### config.mk
export PLATFORM = sky130hd
export DESIGN_NAME = alu_arbiter
export DESIGN_NICKNAME = d
export VERILOG_FILES = /design/src/rtl/alu_arb_pkg.sv /design/src/rtl/alu_arbiter_rr.sv /design/src/rtl/alu_arbiter.sv
export SDC_FILE = /design/constraint.sdc
export NUM_CORES = 1
export LEC_CHECK = 0
export CAP_MARGIN = 20
export CELL_PAD_IN_SITES_DETAIL_PLACEMENT = 0
export CELL_PAD_IN_SITES_GLOBAL_PLACEMENT = 1
export CORE_MARGIN = 4
export CORE_UTILIZATION = 25
export DETAILED_ROUTE_END_ITERATION = 6
export PLACE_DENSITY_LB_ADDON = 0.1
export SKIP_LAST_GASP = 1
export SYNTH_ARGS = -nofsm -noshare
export SYNTH_HDL_FRONTEND = slang
export SYNTH_SLANG_ARGS = --single-unit
### constraint.sdc
create_clock -name clk -period 3.5 [get_ports clk]
set_input_delay 0.7 -clock clk [delete_from_list [all_inputs] [get_ports clk]]
set_output_delay 0.7 -clock clk [all_outputs]
set_load 0.1 [all_outputs]
### src/rtl/alu_arb_pkg.sv
// Shared definitions for the ALU arbiter: one-hot op codes, FSM state type
// and the op legality helper.
package alu_arb_pkg;

  localparam logic [4:0] OP_ADD = 5'b00001;
  localparam logic [4:0] OP_SUB = 5'b00010;
  localparam logic [4:0] OP_AND = 5'b00100;
  localparam logic [4:0] OP_SLT = 5'b01000;
  localparam logic [4:0] OP_OR  = 5'b10000;

  typedef enum logic [1:0] {
    IDLE = 2'd0,
    EXEC = 2'd1,
    RESP = 2'd2
  } state_t;

  // Legal ops have exactly one bit set.
  function automatic logic is_legal_op(input logic [4:0] op);
    return (op != 5'd0) && ((op & (op - 5'd1)) == 5'd0);
  endfunction

endpackage

### src/rtl/alu_arbiter_rr.sv
// Combinational round-robin picker: first requester at or above rr_ptr,
// wrapping modulo NREQ. Produces a one-hot grant and its index.
module rr_arbiter #(
  parameter int NREQ = 2
) (
  input  logic [NREQ-1:0]         req,
  input  logic [$clog2(NREQ)-1:0] rr_ptr,
  output logic [NREQ-1:0]         grant,
  output logic [$clog2(NREQ)-1:0] grant_idx
);

  localparam int IDX_W = $clog2(NREQ);

  logic [IDX_W:0]   idx;
  logic [IDX_W-1:0] sel;
  logic             found;

  always_comb begin
    grant     = '0;
    grant_idx = '0;
    found     = 1'b0;
    idx       = '0;
    sel       = '0;
    for (int k = 0; k < NREQ; k++) begin
      idx = {1'b0, rr_ptr} + (IDX_W+1)'(k);
      if (idx >= (IDX_W+1)'(NREQ)) begin
        idx = idx - (IDX_W+1)'(NREQ);
      end
      sel = idx[IDX_W-1:0];
      if (!found && req[sel]) begin
        grant[sel] = 1'b1;
        grant_idx  = sel;
        found      = 1'b1;
      end
    end
  end

endmodule

### src/rtl/alu_arbiter.sv
// Round-robin sharing of one combinational ALU between NREQ requesters.
// Optional ALU_ARB_ILLEGAL_OP_EN: illegal ops are neutralised and flagged on rsp_err.
module alu_arbiter
  import alu_arb_pkg::*;
#(
  parameter int NREQ  = 2,
  parameter int WIDTH = 32
) (
  input  logic                  clk,
  input  logic                  rst,
  input  logic [NREQ-1:0]       req_valid,
  output logic [NREQ-1:0]       req_ready,
  input  logic [5*NREQ-1:0]     req_op,
  input  logic [WIDTH*NREQ-1:0] req_a,
  input  logic [WIDTH*NREQ-1:0] req_b,
  output logic [NREQ-1:0]       rsp_valid,
  input  logic [NREQ-1:0]       rsp_ready,
  output logic [WIDTH-1:0]      rsp_data,
  output logic                  rsp_zero,
`ifdef ALU_ARB_ILLEGAL_OP_EN
  output logic                  rsp_err,
`endif
  output logic [4:0]            alu_op,
  output logic [WIDTH-1:0]      alu_a,
  output logic [WIDTH-1:0]      alu_b,
  input  logic [WIDTH-1:0]      alu_out,
  input  logic                  alu_zero
);

  localparam int IDX_W = $clog2(NREQ);

  state_t           state, state_nxt;
  logic [IDX_W-1:0] rr_ptr, owner, grant_idx;
  logic [NREQ-1:0]  grant;
  logic [4:0]       op_q, win_op;
  logic [WIDTH-1:0] a_q, b_q, win_a, win_b;
  logic             accept, done;
`ifdef ALU_ARB_ILLEGAL_OP_EN
  logic             err_q;
`endif

  rr_arbiter #(.NREQ(NREQ)) u_rr (
    .req       (req_valid),
    .rr_ptr    (rr_ptr),
    .grant     (grant),
    .grant_idx (grant_idx)
  );

  assign win_op = req_op[int'(grant_idx)*5 +: 5];
  assign win_a  = req_a[int'(grant_idx)*WIDTH +: WIDTH];
  assign win_b  = req_b[int'(grant_idx)*WIDTH +: WIDTH];

  assign accept = (state == IDLE) && (|req_valid);
  assign done   = (state == RESP) && rsp_ready[owner];

  assign alu_op = op_q;
  assign alu_a  = a_q;
  assign alu_b  = b_q;

  always_ff @(posedge clk or posedge rst) begin
    if (rst) state <= IDLE;
    else     state <= state_nxt;
  end

  always_comb begin
    state_nxt = state;
    req_ready = '0;
    rsp_valid = '0;
    case (state)
      IDLE: begin
        req_ready = grant;
        if (|req_valid) state_nxt = EXEC;
      end
      EXEC: state_nxt = RESP;
      RESP: begin
        rsp_valid[owner] = 1'b1;
        if (rsp_ready[owner]) state_nxt = IDLE;
      end
      default: state_nxt = IDLE;
    endcase
  end

  // p0: operand capture on grant; p1: result capture after the ALU cycle
  always_ff @(posedge clk or posedge rst) begin
    if (rst) begin
      rr_ptr   <= '0;
      owner    <= '0;
      op_q     <= OP_ADD;
      a_q      <= '0;
      b_q      <= '0;
      rsp_data <= '0;
      rsp_zero <= 1'b0;
`ifdef ALU_ARB_ILLEGAL_OP_EN
      err_q    <= 1'b0;
      rsp_err  <= 1'b0;
`endif
    end else begin
      if (accept) begin
        owner <= grant_idx;
`ifdef ALU_ARB_ILLEGAL_OP_EN
        if (is_legal_op(win_op)) begin
          op_q  <= win_op;
          a_q   <= win_a;
          b_q   <= win_b;
          err_q <= 1'b0;
        end else begin
          op_q  <= OP_ADD;
          a_q   <= '0;
          b_q   <= '0;
          err_q <= 1'b1;
        end
`else
        op_q <= win_op;
        a_q  <= win_a;
        b_q  <= win_b;
`endif
      end
      if (state == EXEC) begin
`ifdef ALU_ARB_ILLEGAL_OP_EN
        rsp_data <= err_q ? '0 : alu_out;
        rsp_zero <= err_q ? 1'b1 : alu_zero;
        rsp_err  <= err_q;
`else
        rsp_data <= alu_out;
        rsp_zero <= alu_zero;
`endif
      end
      if (done) begin
        rr_ptr <= (owner == IDX_W'(NREQ-1)) ? '0 : owner + 1'b1;
      end
    end
  end

endmodule

Word-level counts from Yosys, hierarchy flattened
Cells that the tools add are included.
{ "classes": {"add_sub_neg": 4, "multipliers": 1, "order_cmp": 8, "n_eq_ne": 4, "shifts": 3, "muxes": 25, "bitwise_logic": 1, "n_reduce_logical": 10} }
{ "op_table": {"columns": ["cell", "n"], "rows": [
  ["indexed part select 64 x 7 -> 32 bit", 2],
  ["two-way mux 1 bit", 15],
  ["two-way mux 2 bit", 6],
  ["indexed part select 10 x 5 -> 5 bit", 1],
  ["logical AND 1 bit", 6],
  ["less-than comparator 1 x 2 -> 1 bit (second input constant)", 3],
  ["case mux 2 bit (3 select lines)", 1],
  ["multiplier 1 x 3 -> 4 bit (second input constant)", 1],
  ["!= test 2 x 1 -> 1 bit (second input constant)", 2],
  ["demux 1 bit (select 1 bit)", 3],
  [">= comparator 1 bit (second input constant)", 3],
  ["adder 1 x 1 -> 2 bit (second input constant)", 1],
  ["equality test 2 x 1 -> 1 bit (second input constant)", 1],
  ["equality test 2 bit (second input constant)", 1],
  [">= comparator 1 x 2 -> 1 bit (second input constant)", 1],
  [">= comparator 2 bit (second input constant)", 1],
  ["zero test 2 bit", 1],
  ["bitwise OR 2 bit", 1],
  ["AND reduction 2 bit", 1],
  ["OR reduction 2 bit", 1],
  ["subtractor 1 bit (second input constant)", 2],
  ["adder 1 bit (second input constant)", 1],
  ["zero test 1 bit", 1]
]} }
{ "word_totals": {"regBits": 106, "output_inout_bits": 106} }

Longest topological paths before layout
Gate-level depths: netlist (run 1).
{ "logic_depth": {"depth_word": 10, "mapped_depth": 7, "depth_no_buf": 3} }

By module
From an unflattened synthesis (run 1), not the netlist that was laid out.
{ "hier_totals": {"cells_unflattened": 318, "hier_area_um2": 4864.7} }
{ "modules_own_cells": {"columns": ["module", "n_inst", "cells_per_inst", "area_per_inst_um2", "seq_area_each_um2"], "rows": [
  ["alu_arbiter", 1, 314, 4834.6, 2653.8],
  ["rr_arbiter", 1, 4, 30.0, 0.0]
]} }

Worst setup path after synthesis (run 1)
OpenSTA, ideal clock, no wires.
{ "synth_timing": {"kind": "register to output", "from": "reg state[0]", "to": "out req_ready[0]", "t_arrival_ns": 2.473, "required_time_ns": 2.800, "slack_ns": 0.327, "stages_incl_launch_ff": 5, "n_path_buf": 1, "path_cell_list": "dfrtp_1 -> nor2_1 -> buf_2 -> nand2_1 -> a21oi_1"} }
{ "synth_via": {"elab_chain_len": 2} }
{ "synth_rtl": {"columns": ["element", "line", "source"], "rows": [
  ["start, declared", "alu_arbiter.sv:32", "state_t state, state_nxt;"],
  ["start signal, assigned", "alu_arbiter.sv:62", "else state <= state_nxt;"],
  ["zero test 2 bit", "alu_arbiter.sv:69", "case (state)"],
  ["two-way mux 2 bit", "alu_arbiter.sv:69", null],
  ["end, declared", "alu_arbiter.sv:12", "output logic [NREQ-1:0] req_ready,"]
]} }
No other way between the ends.

Worst setup path in the final report (run 1)
{ "layout_timing": {"from": "reg b_q[4] (netlist: alu_b[4])", "to": "out alu_b[4]"} }
{ "layout_lines": {"columns": ["element", "line", "source"], "rows": [
  ["start, declared", "alu_arbiter.sv:36", "logic [WIDTH-1:0] a_q, b_q, win_a, win_b;"],
  ["start signal, assigned", "alu_arbiter.sv:115", "b_q <= win_b;"],
  ["end, declared", "alu_arbiter.sv:25", "output logic [WIDTH-1:0] alu_b,"]
]} }
No word-level cell between the ends.

==> results of run 1 <==
[per-layer routing]
layer / track usage / wire, um / vias to the layer above
met2: 0.2751 / 9150 / 237
met3: 0.05515 / 1677 / 22
met4: 0.04665 / 333 / 2
li1: - / - / 2343
met5: 0 / 13 / -
met1: 0.2280 / 8301 / 2447
[area by class of cell]
| class | instances | area, um^2 |
|---|---|---|
| Clock buffer | 10 | 229.0 |
| Clock inverter | 6 | 71.32 |
| Fill cell | 1889 | 11260 |
| Inverter | 4 | 17.52 |
| Multi-Input combinational cell | 332 | 2014 |
| Sequential cell | 106 | 2654 |
| Tap cell | 265 | 331.6 |
| Timing Repair Buffer | 294 | 2885 |
[per-stage QoR]
stage,hold slack (ps),area [um^2]
3_3_place_gp,485.3,7903
2_1_floorplan,509.1,4937
5_1_grt,520.6,8203
4_1_cts,510.4,8203
3_5_place_dp,492.7,7903
6_report,504.6,8203
[cells by family (layout without fill, tap and decap cells)]
kind of cell | count (synthesis) | count (layout)
buffers and inverters | 60 | 314
AO/OA/AOI/OAI | 215 | 215
AND/OR/NAND/NOR | 84 | 84
multiplexers | 33 | 33
flip-flops | 106 | 106
[layout by cell type, fill, tap and decap left out, drive strengths merged]
| cell type | instances |
|---|---|
| a31oi | 70 |
| inv | 7 |
| nand2 | 2 |
| nand2b | 3 |
| bufinv | 1 |
| nand3 | 69 |
| mux2 | 33 |
| and3 | 1 |
| clkinv | 1 |
| dfstp | 1 |
| dfrtp | 105 |
| or2 | 2 |
| clkinvlp | 1 |
| nor2 | 6 |
| clkdlybuf4s50 | 252 |
| and2b | 1 |
| o21ai | 74 |
| buf | 42 |
| clkbuf | 10 |
| a21oi | 71 |
[path summary, 6_finish.rpt]
kind                                               from                  endpoint  depth (start not counted)
worst min-delay path            rsp_data[5]$_DFFE_PP0N_   rsp_data[5]$_DFFE_PP0N_                          1
worst min register to register  rsp_data[5]$_DFFE_PP0N_   rsp_data[5]$_DFFE_PP0N_                          1
max in group asynchronous                           rst     alu_op[0]$_DFFE_PP1P_                          3
worst max register to register       rr_ptr$_DFFE_PP0P_     alu_b[12]$_DFFE_PP0P_                          4
worst max-delay path               alu_b[4]$_DFFE_PP0P_                  alu_b[4]                          1
min in group asynchronous                           rst  rsp_data[18]$_DFFE_PP0N_                          2
[state kept, by name (all words and copies together) (netlist names)]
name	cells
alu_a	32
alu_b	32
alu_op	5
owner	1
rr_ptr	1
rsp_data	32
rsp_zero	1
state	2
==> flow_summary.toml, run 1 <==
[status]
outcome = "complete, no violations"

[sta]
final_hold_violations = 0
worst_pin_slew_ps = 1013
fin_tns_setup_ps = 0
timing.max_slew.rel_slack = 0.3223
report.final.slew_viol_count = 0
period_needed_ps = 2597
clock-skew-final_ps = 7.105
clock.fmax_mhz = 385.0
final-setup-viol-count = 0
finalWorstSetupSlack_ps = 902.6
grt_setup_unrepaired = "no"
period_share = 0.7421

[floorplan]
initial_utilization = 0.2537
die_area_um2 = 22060
core_um2 = 19460
fp.dieW_um = 148.5
placement_rows = 51
io_pins = 283
die_height_um = 148.5

[worst_setup_path]
worst_ep_required_time_ps = 2800
ff_to_ff_setup_slack_ps = 1680
crit_path_start_kind = "flop"
timing.critical_path.slowest_cell_delay_ps = 1160
worst-path-max-fanout = 2
timing.critical_path.max_delay_family = "buffers and inverters"
cells_along_the_critical_path = "clkdlybuf4s50_1"
worst_ep_arrival_time_ps = 1900
critical-path-slowest-cell = "sky130_fd_sc_hd__clkdlybuf4s50_1"
timing.setup.critical_path_class = "flop to output port"
timing.critical_path.to_type = "output port"
cp_num_buf_inv = 1

[cells_and_area]
finalCoreUtilization = 0.4215
finalNonFillerCells = 1017
final_layout_size_suffix_gt1_frac = 0.1449
nNetsFinal = 924
area_growth_pct = 66.14
insertedDiodeCount = 0

[logic_synthesis]
ys_async_sr_fraction = 1.000
combinational_family_with_the_most_area_after_synthesis = "compound AO/OA/AOI/OAI gates"
number_of_different_library_cells_in_the_post_synthesis_netlist = 22
synth_fa_ha_area_frac = 0
syn-num-nets = 675
post_synth_xor_area_fraction = 0
postSynthCellCount = 498
synth_compound_area_frac = 0.2433
avgSynthCellArea_um2 = 9.914
ys_seq_elements = 106
synth.area.mux_share = 0.07527
post-synth-top-count-cell = "sky130_fd_sc_hd__dfrtp_1"
synth.cells.most_frequent = "sky130_fd_sc_hd__dfrtp_1 (105), sky130_fd_sc_hd__o21ai_0 (73), sky130_fd_sc_hd__a31oi_1 (70), sky130_fd_sc_hd__nand3_1 (69), sky130_fd_sc_hd__a21oi_1 (61)"
yosys_most_used_dff = "sky130_fd_sc_hd__dfrtp_1"
netlist.top_cell.by_area = "sky130_fd_sc_hd__dfrtp_1"
yosysTopAreaCellShare = 0.5322
synth-simple-area-share = 0.08591
synth.cell_area_um2 = 4937
synth_sequential_area_ratio = 0.5375
synth-edff-count = 0
ys_top_cells_by_area = "sky130_fd_sc_hd__dfrtp_1 (53%), sky130_fd_sc_hd__a31oi_1 (8.9%), sky130_fd_sc_hd__mux2_2 (7.5%)"
synth_warnings = 0

[grt]
maximum_number_of_pins_on_one_net_before_global_route_repair = 70
global_route.overflow_total = 0
grt_antenna_before_repair = 1
vias_in_the_first_global_route = 5190
grt_pass1_wl_mm = 30.26
grt_use_total = 0.1729

[route]
final_antenna_net_count = 0
post_drt_wl_per_cell_um = 19.15
post_drt_via_cell_ratio = 4.967
route.final.wire_length_mm = 19.48
vias = 5051
drt_pre_antenna_iters = 4
drt_drc_violations_left = 0
drt_iter0_markers = 234

[clocking]
clk_pin_slew_ps = 70
cts_htree_levels = 3
clk-insertion-delay-late_ps = 350
tritoncts = "done"
cts.sink_count = 106
postCtsHoldBufs = 0
cts_repair_resize_count = 0
tritoncts.num_buffers = 9
cts-root-to-sink-buffers = 2
cts_setup_buffers = 0
cts_root_buffer = "sky130_fd_sc_hd__clkbuf_16"

[job]
maxCapViolCount = 0

[placement]
dp.cells = 1001
dp.final_hpwl_mm = 13.67
gpl.final_weighted_congestion = 0.7536
portBuffers = 282
pre_cts_slack_ps = 939.0

[hold_path]
hp-class = "flop to flop"
Power of run 1 is not shown: default switching activity piles up to over one toggle a cycle in this logic, so the estimate is an artifact.
==> run 2: changes to the inputs <==
Clock period 3.5 ns to 2.2 ns, I/O delays scaled along.
==> run 2 against run 1 <==
Compared with the run above: design area decreased by 1.1%; die area unchanged; final cell count increased by 0.29%; global-route usage decreased by 0.20 points; sequential share of layout area increased by 0.36 points; register-to-register slack got worse by 1000 ps; clock-buffer cell count decreased by 1; critical path depth increased by 2; critical path type unchanged; largest cell class unchanged.
==> flow_summary.toml, run 2 (synthesis gave the netlist of run 1 again) <==
[clocking]
clk_pin_slew_ps = 80
clk-insertion-delay-late_ps = 350
tritoncts = "done"
postCtsHoldBufs = 0
cts_htree_levels = 3
cts_repair_resize_count = 0
cts_root_buffer = "sky130_fd_sc_hd__clkbuf_16"
cts-root-to-sink-buffers = 2
cts_setup_buffers = 0
tritoncts.num_buffers = 9
cts.sink_count = 106

[grt]
grt_use_total = 0.1709
grt_pass1_wl_mm = 29.88
maximum_number_of_pins_on_one_net_before_global_route_repair = 107
vias_in_the_first_global_route = 5152
global_route.overflow_total = 0
grt_antenna_before_repair = 0

[hold_path]
hp-start = "rsp_data[17]$_DFFE_PP0N_"
whs_path_depth = 1
hp-class = "flop to flop"
timing.hold.worst_endpoint = "rsp_data[17]$_DFFE_PP0N_"

[worst_setup_path]
r2r_end = "rsp_data[2]$_DFFE_PP0N_"
cells_along_the_critical_path = "or2_1 > nor2_2 > buf_12"
timing.setup.critical_path_class = "flop to output port"
ff_to_ff_setup_slack_ps = 670
worst_ep_arrival_time_ps = 1510
timing.critical_path.slowest_cell_delay_ps = 470
worst_ep_required_time_ps = 1760
timing.reg2reg.worst_path_depth = 3
crit_path_start_kind = "flop"
regToRegStartpoint = "state[1]$_DFFE_PP0P_"
timing.critical_path.to_type = "output port"
timing.critical_path.max_delay_family = "simple AND/OR/NAND/NOR gates"
critical-path-slowest-cell = "sky130_fd_sc_hd__dfrtp_1"
cp_num_buf_inv = 1
worst-path-max-fanout = 6

[placement]
portBuffers = 282
placed_area_um2 = 7802
dp.final_hpwl_mm = 13.14
gpl.final_weighted_congestion = 0.7726

[cells_and_area]
final_layout_size_suffix_gt1_frac = 0.2543
insertedDiodeCount = 0
finalInstanceArea_um2 = 8112
commonest_cells_after_routing_fill_and_taps_aside = "sky130_fd_sc_hd__clkdlybuf4s50_1 (175), sky130_fd_sc_hd__buf_4 (112), sky130_fd_sc_hd__dfrtp_1 (105)"
nNetsFinal = 927
mostFrequentLayoutCell = "sky130_fd_sc_hd__clkdlybuf4s50_1"
fill_cell_total_of_the_finished_layout = 1906
area_growth_pct = 64.29

[sta]
period_needed_ps = 1953
grt_setup_unrepaired = "no"
clock-skew-final_ps = 8.850
period_share = 0.8879
timing.max_slew.rel_slack = 0.5782
final-setup-viol-count = 0
report.final.slew_viol_count = 0
clock.fmax_mhz = 511.9
worst_pin_slew_ps = 632.7
final_hold_violations = 0

[floorplan]
placement_rows = 51
fp.dieW_um = 148.5
core_um2 = 19460
die_height_um = 148.5
die_area_um2 = 22060
io_pins = 283
initial_utilization = 0.2537

[route]
post_drt_wl_per_cell_um = 18.83
drt_iter0_markers = 226
drt_pre_antenna_iters = 4
drt_drc_violations_left = 0
route.final.wire_length_mm = 19.20
final_antenna_net_count = 0
vias = 5004
post_drt_via_cell_ratio = 4.906

[job]
maxCapViolCount = 0

[status]
outcome = "complete, no violations"
-- run 2: worst max-delay path by stage --
stage / depth (start not counted) / slack [ps] / end / from
CTS: 3 / 220 / req_ready[1] / state[1]$_DFFE_PP0P_
floorplan: 4 / -100 / req_ready[0] / state[0]$_DFFE_PP0P_
global route: 3 / 170 / req_ready[1] / state[1]$_DFFE_PP0P_
finish: 3 / 250 / req_ready[1] / state[1]$_DFFE_PP0P_
detailed placement: 4 / 220 / alu_a[12]$_DFFE_PP0P_ / req_valid[1]
global placement: 4 / 250 / alu_b[15]$_DFFE_PP0P_ / req_valid[1]
-- run 2: metal layers --
layer | GRT usage | share of wire
met3 | 0.04845 | 0.086
met2 | 0.2607 | 0.46
met1 | 0.2366 | 0.44
met5 | 0 | 0
met4 | 0.05035 | 0.015
-- run 2: cell type report --
type                       count  area [um^2]  share of cell area
timing repair buffer         297         2778              0.3424
sequential                   106         2654              0.3272
multi-input combinational    332         2021              0.2491
clock inverter                 7        83.83             0.01033
inverter                       4        18.77            0.002314
clock buffer                   9        225.2             0.02776
tap                          265        331.6             0.04088
-- run 2: stage by stage --
stage,hold WS (ps),TNS (ps),worst slack (ps),utilization,std cells
6_report,508.9,0,246.6,0.4168,1020
5_1_grt,523.7,0,173.3,0.4168,1020
4_1_cts,511.8,0,223.5,0.4168,1020
3_5_place_dp,494.3,0,216.2,0.4009,1004
3_3_place_gp,487.8,0,251.1,0.4009,1004
2_1_floorplan,525.8,-96.10,-96.10,-,498
Power of run 2 is left out for the same reason.
